--- src/rtl/rps_match_scoreboard.sv ---
// ============================================================================
// rps_match_scoreboard
// Best-of-N match scoring on top of the single-round evaluator outputs.
// Revision: 1.0
// ============================================================================
`default_nettype none

module rps_match_scoreboard #(
  parameter int WIN_TARGET = 3,
  parameter int MAX_ROUNDS = 9
) (
  input  logic       clk,
  input  logic       rst_n,
  input  logic [2:0] in_state,
  input  logic [1:0] in_winner,
  input  logic       clear,
  output logic [3:0] p1_score,
  output logic [3:0] p2_score,
  output logic [3:0] draws,
  output logic [3:0] rounds,
  output logic       round_strobe,
  output logic       bad_round,
  output logic       match_done,
  output logic [1:0] match_winner
);

  localparam logic [2:0] ST_RESULT = 3'b010;
  localparam logic [3:0] WIN_TGT   = 4'(WIN_TARGET);
  localparam logic [3:0] RND_LIMIT = 4'(MAX_ROUNDS);

  typedef enum logic [0:0] {
    PLAY = 1'b0,
    OVER = 1'b1
  } state_e;

  state_e     state_q, state_d;
  logic [2:0] prev_state_q;
  logic [3:0] p1_q, p1_d;
  logic [3:0] p2_q, p2_d;
  logic [3:0] draws_q, draws_d;
  logic [3:0] rounds_q, rounds_d;
  logic       strobe_q, strobe_d;
  logic       bad_q, bad_d;
  logic       done_q, done_d;
  logic [1:0] winner_q, winner_d;
  logic       round_evt;

  // One event per entry into the result state, regardless of hold length.
  assign round_evt = (in_state == ST_RESULT) && (prev_state_q != ST_RESULT);

  always_comb begin
    state_d  = state_q;
    p1_d     = p1_q;
    p2_d     = p2_q;
    draws_d  = draws_q;
    rounds_d = rounds_q;
    strobe_d = 1'b0;
    bad_d    = bad_q;
    done_d   = done_q;
    winner_d = winner_q;

    if (clear) begin
      state_d  = PLAY;
      p1_d     = 4'd0;
      p2_d     = 4'd0;
      draws_d  = 4'd0;
      rounds_d = 4'd0;
      bad_d    = 1'b0;
      done_d   = 1'b0;
      winner_d = 2'b00;
    end else if ((state_q == PLAY) && round_evt) begin
      strobe_d = 1'b1;
      case (in_winner)
        2'b01: begin
          p1_d     = p1_q + 4'd1;
          rounds_d = rounds_q + 4'd1;
        end
        2'b10: begin
          p2_d     = p2_q + 4'd1;
          rounds_d = rounds_q + 4'd1;
        end
        2'b00: begin
          if (draws_q != 4'hF) draws_d = draws_q + 4'd1;
          rounds_d = rounds_q + 4'd1;
        end
        default: bad_d = 1'b1;
      endcase

      // End-of-match test works on the freshly updated counts.
      if (p1_d == WIN_TGT) begin
        state_d  = OVER;
        done_d   = 1'b1;
        winner_d = 2'b01;
      end else if (p2_d == WIN_TGT) begin
        state_d  = OVER;
        done_d   = 1'b1;
        winner_d = 2'b10;
      end else if (rounds_d == RND_LIMIT) begin
        state_d  = OVER;
        done_d   = 1'b1;
        winner_d = (p1_d > p2_d) ? 2'b01 : ((p2_d > p1_d) ? 2'b10 : 2'b00);
      end
    end
  end

  always_ff @(posedge clk or negedge rst_n) begin
    if (!rst_n) begin
      state_q      <= PLAY;
      prev_state_q <= 3'b000;
      p1_q         <= 4'd0;
      p2_q         <= 4'd0;
      draws_q      <= 4'd0;
      rounds_q     <= 4'd0;
      strobe_q     <= 1'b0;
      bad_q        <= 1'b0;
      done_q       <= 1'b0;
      winner_q     <= 2'b00;
    end else begin
      state_q      <= state_d;
      prev_state_q <= in_state;
      p1_q         <= p1_d;
      p2_q         <= p2_d;
      draws_q      <= draws_d;
      rounds_q     <= rounds_d;
      strobe_q     <= strobe_d;
      bad_q        <= bad_d;
      done_q       <= done_d;
      winner_q     <= winner_d;
    end
  end

  assign p1_score     = p1_q;
  assign p2_score     = p2_q;
  assign draws        = draws_q;
  assign rounds       = rounds_q;
  assign round_strobe = strobe_q;
  assign bad_round    = bad_q;
  assign match_done   = done_q;
  assign match_winner = winner_q;

endmodule

`default_nettype wire
--- config.mk ---
export PLATFORM = sky130hd
export DESIGN_NAME = rps_match_scoreboard
export DESIGN_NICKNAME = d
export VERILOG_FILES = /design/src/rtl/rps_match_scoreboard.sv
export SDC_FILE = /design/constraint.sdc
export NUM_CORES = 1
export LEC_CHECK = 0
export ABC_CLOCK_PERIOD_IN_PS = 4200
export BUFFER_PORTS_ARGS = -buffer_cell sky130_fd_sc_hd__buf_2
export CAP_MARGIN = 10
export CORE_MARGIN = 2
export CORE_UTILIZATION = 30
export DETAILED_ROUTE_END_ITERATION = 8
export HOLD_SLACK_MARGIN = 0.12
export MAX_ROUTING_LAYER = met4
export PLACE_DENSITY = 0.58
export SYNTH_ARGS = -nofsm -noshare
export SYNTH_HDL_FRONTEND = slang
export SYNTH_SLANG_ARGS = --single-unit
--- constraint.sdc ---
create_clock -name clk -period 4.2 [get_ports clk]
set_clock_uncertainty 0.1 [all_clocks]
set_input_delay 0.42 -clock clk [delete_from_list [all_inputs] [get_ports clk]]
set_output_delay 0.42 -clock clk [all_outputs]
set_load 0.01 [all_outputs]
==> flow_metrics.env <==
export IMPL_min_from="in_state[0]"
export IMPL_die_area_um2=5580
export IMPL_synth_seq_area_share=0.401
export IMPL_yosysMostFrequentCell="dfrtp_1"
export IMPL_synth_async_reset_ratio=1.00
export IMPL_die_h_um=74.7
export IMPL_grt_pass1_vias=1083
export IMPL_max_cap_violations=0
export IMPL_peakVddDrop_mv=0.0894
export IMPL_die_w_um=74.7
export IMPL_hp_class="in2reg"
export IMPL_viasPerCell=4.90
export IMPL_n_fill_cell=512
export IMPL_cts_tree="yes"
export IMPL_drc_errors=0
export IMPL_startpoint_type="flop"
export IMPL_areaGrowthSynthToFinish_pct=14.9
export IMPL_grt_overflow=0
export IMPL_dpl_hpwl_um=2280
export IMPL_critPathBufInv=0
export IMPL_maxSlewViolCount=0
export IMPL_cp_top_family="adder cells"
export IMPL_synth_edff_count=0
export IMPL_antenna_found_initial=0
export IMPL_synth_fp_nets=166
export IMPL_ctsHoldBuffers=1
export IMPL_min_period_ps=2320
export IMPL_crit_slowest_cell="dfrtp_1"
export IMPL_cts_made_buffers=3
export IMPL_grt_pass1_wl_um=5330
export IMPL_cts_sinks=24
export IMPL_num_vias=1186
export IMPL_design_power_total_w=0.000450
export IMPL_first_pass_iters=4
export IMPL_max_slew_margin_rel=0.590
export IMPL_synthTopCellsByCount="dfrtp_1, nor2_1, xor2_1"
export IMPL_reg2reg_from="p2_score[0]$_DFFE_PN0P_"
export IMPL_p_leak_nw=0.850
export IMPL_p_per_area_nw_per_um2=261
export IMPL_n_antenna_cell=0
export IMPL_crit_type="reg2reg"
export IMPL_critPathRequiredTime_ps=4280
export IMPL_antenna_left=0
export IMPL_initial_core_util=0.313
export IMPL_synth_top_area_share=0.401
export IMPL_power_internal_w=0.000331
export IMPL_p_switching_w=0.000119
export IMPL_end_kind="flop"
export IMPL_finalWeightedCongestion=0.789
export IMPL_grt_max_degree=27
export IMPL_routedWlPerCell_um=13.1
export IMPL_synth_seq_cells=24
export IMPL_nets=192
export IMPL_period_share=0.553
export IMPL_insertion_delay_ps=270
export IMPL_grt_setup_unrepaired="false"
export IMPL_yosys_top_cells_area="dfrtp_1, xor2_1, ha_1"
export IMPL_crit_top_cell="ha_1"
export IMPL_synth_top_area_cell="dfrtp_1"
export IMPL_synth_area_per_cell_um2=9.93
export IMPL_io_buffers=28
export IMPL_layout_drive_gt1_share=0.217
export IMPL_htreeDepth=1
export IMPL_synth_cells=151
export IMPL_r2r_end="match_winner[1]$_DFFE_PN0P_"
export IMPL_r2r_cells=8
export IMPL_clock_fmax_mhz=430
export IMPL_post_cts_buffers=0
export IMPL_critPathMaxFanout=7
export IMPL_p_sw_frac=0.265
export IMPL_grtUsageTotal=0.127
export IMPL_worst_hold_path_num_cells=1
export IMPL_status="finished, final reports clean"
export IMPL_clockBufferDepth=2
export IMPL_reg2reg_setup_slack_ps=1880
export IMPL_clock_power_share=0.309
export IMPL_critPathMaxStageDelay_ps=470
export IMPL_setup_viol=0
export IMPL_yosysWarnings=0
export IMPL_power_share_sequential=0.544
export IMPL_hold_path_end="prev_state_q[0]$_DFF_PN0_"
export IMPL_cts_root_buf="clkbuf_8"
export IMPL_synth_ff_type="dfrtp_1"
export IMPL_ioPinCount=29
export IMPL_hold_violations=0
export IMPL_cts_resized=0
export IMPL_crit_chain="ha_1 > nand3b_1 > nand2_1 > ha_1 > a21oi_1 > maj3_1 > a2bb2oi_1 > o31ai_1"
export IMPL_cp_arrival_ps=2400
export IMPL_syn_cell_area_um2=1500
export IMPL_comb_power_share=0.147
export IMPL_drt_wl_total_um=3180
export IMPL_drt_iter0_markers=71
export IMPL_fp_coreArea_um2=4790
export IMPL_tightest_slew_ps=611
export IMPL_path_clk_slew_ps=80
export IMPL_rows=25
export IMPL_tns_ps=0
export IMPL_synth_distinct_cells=46
==> how the worst max path moves through the flow <==
stage	startpoint	end	slack [ps]	depth (start not counted)
floorplan	in_winner[1]	match_winner[0]$_DFFE_PN0P_	1920	9
global placement	in_winner[1]	match_winner[1]$_DFFE_PN0P_	1730	9
detailed placement	in_winner[1]	match_winner[1]$_DFFE_PN0P_	1640	9
CTS	p2_score[0]$_DFFE_PN0P_	match_winner[1]$_DFFE_PN0P_	1870	8
global route	rounds[0]$_DFFE_PN0P_	match_winner[0]$_DFFE_PN0P_	1800	6
finish	p2_score[0]$_DFFE_PN0P_	match_winner[1]$_DFFE_PN0P_	1880	8
==> kinds of logic after synthesis <==
kind of cell             Yosys count  share of synthesized area
AO/OA/AOI/OAI                     26                      0.134
XOR/XNOR                          20                      0.117
AND/OR/NAND/NOR                   56                      0.207
flip-flops                        24                      0.401
adder cells (fa/ha/maj)            8                     0.0651
multiplexers                       4                     0.0267
buffers and inverters             13                     0.0501
==> cell usage in the layout, fill, tap and decap left out, types with 2 or more instances in the layout <==
cell type	n
a21oi_1	4
nor2b_1	3
xor2_1	12
nor2_1	18
ha_1	7
nor4_1	2
and3_1	3
o31ai_1	4
nand4_1	2
nand2b_1	2
a311oi_1	2
buf_2	28
nor3b_1	2
inv_1	4
a211oi_1	2
xnor2_1	8
nand2_1	8
dfrtp_1	24
nand3_1	4
o211ai_1	3
clkbuf_8	3
mux2i_1	4
nand3b_1	3
==> metal layers <==
metal / part of all wire / GRT usage
met1: 0.49 / 0.180
met2: 0.46 / 0.183
met3: 0.039 / 0.0241
met4: 0.0088 / 0.0397
met5: 0 / -
==> flip-flops by register name, summed over array words and instances, names as in the netlist <==
| name | cells |
|---|---|
| prev_state_q | 3 |
| p1_score | 4 |
| match_done | 1 |
| match_winner | 2 |
| round_strobe | 1 |
| bad_round | 1 |
| draws | 4 |
| p2_score | 4 |
| rounds | 4 |
==> cell type report <==
type                       instances  area [um^2]  area share
sequential                        24          601       0.349
clock buffer                       3         41.3      0.0240
timing repair buffer              30          158      0.0916
tap                               67         83.8      0.0487
inverter                           4         15.0     0.00872
multi-input combinational        114          823       0.478
==> stage by stage <==
step | utilization | hold slack (ps) | instances | setup slack (ps) | instance area, um^2
2_1_floorplan | - | 24.4 | 151 | 1920 | 1500
3_3_place_gp | 0.349 | 356 | 238 | 1730 | 1670
3_5_place_dp | 0.349 | 359 | 238 | 1640 | 1670
4_1_cts | 0.360 | 159 | 242 | 1870 | 1720
5_1_grt | 0.360 | 158 | 242 | 1800 | 1720
6_report | 0.360 | 167 | 242 | 1880 | 1720
==> power groups by stage <==
stage                     logic (W)  registers (W)  clock network (W)
after floorplan           0.0000427       0.000252                  0
after global placement    0.0000661       0.000250                  0
after detailed placement  0.0000668       0.000250                  0
after CTS                 0.0000677       0.000245           0.000147
after global routing      0.0000749       0.000247           0.000154
final                     0.0000661       0.000245           0.000139
Power figures use the tool's default switching activity.
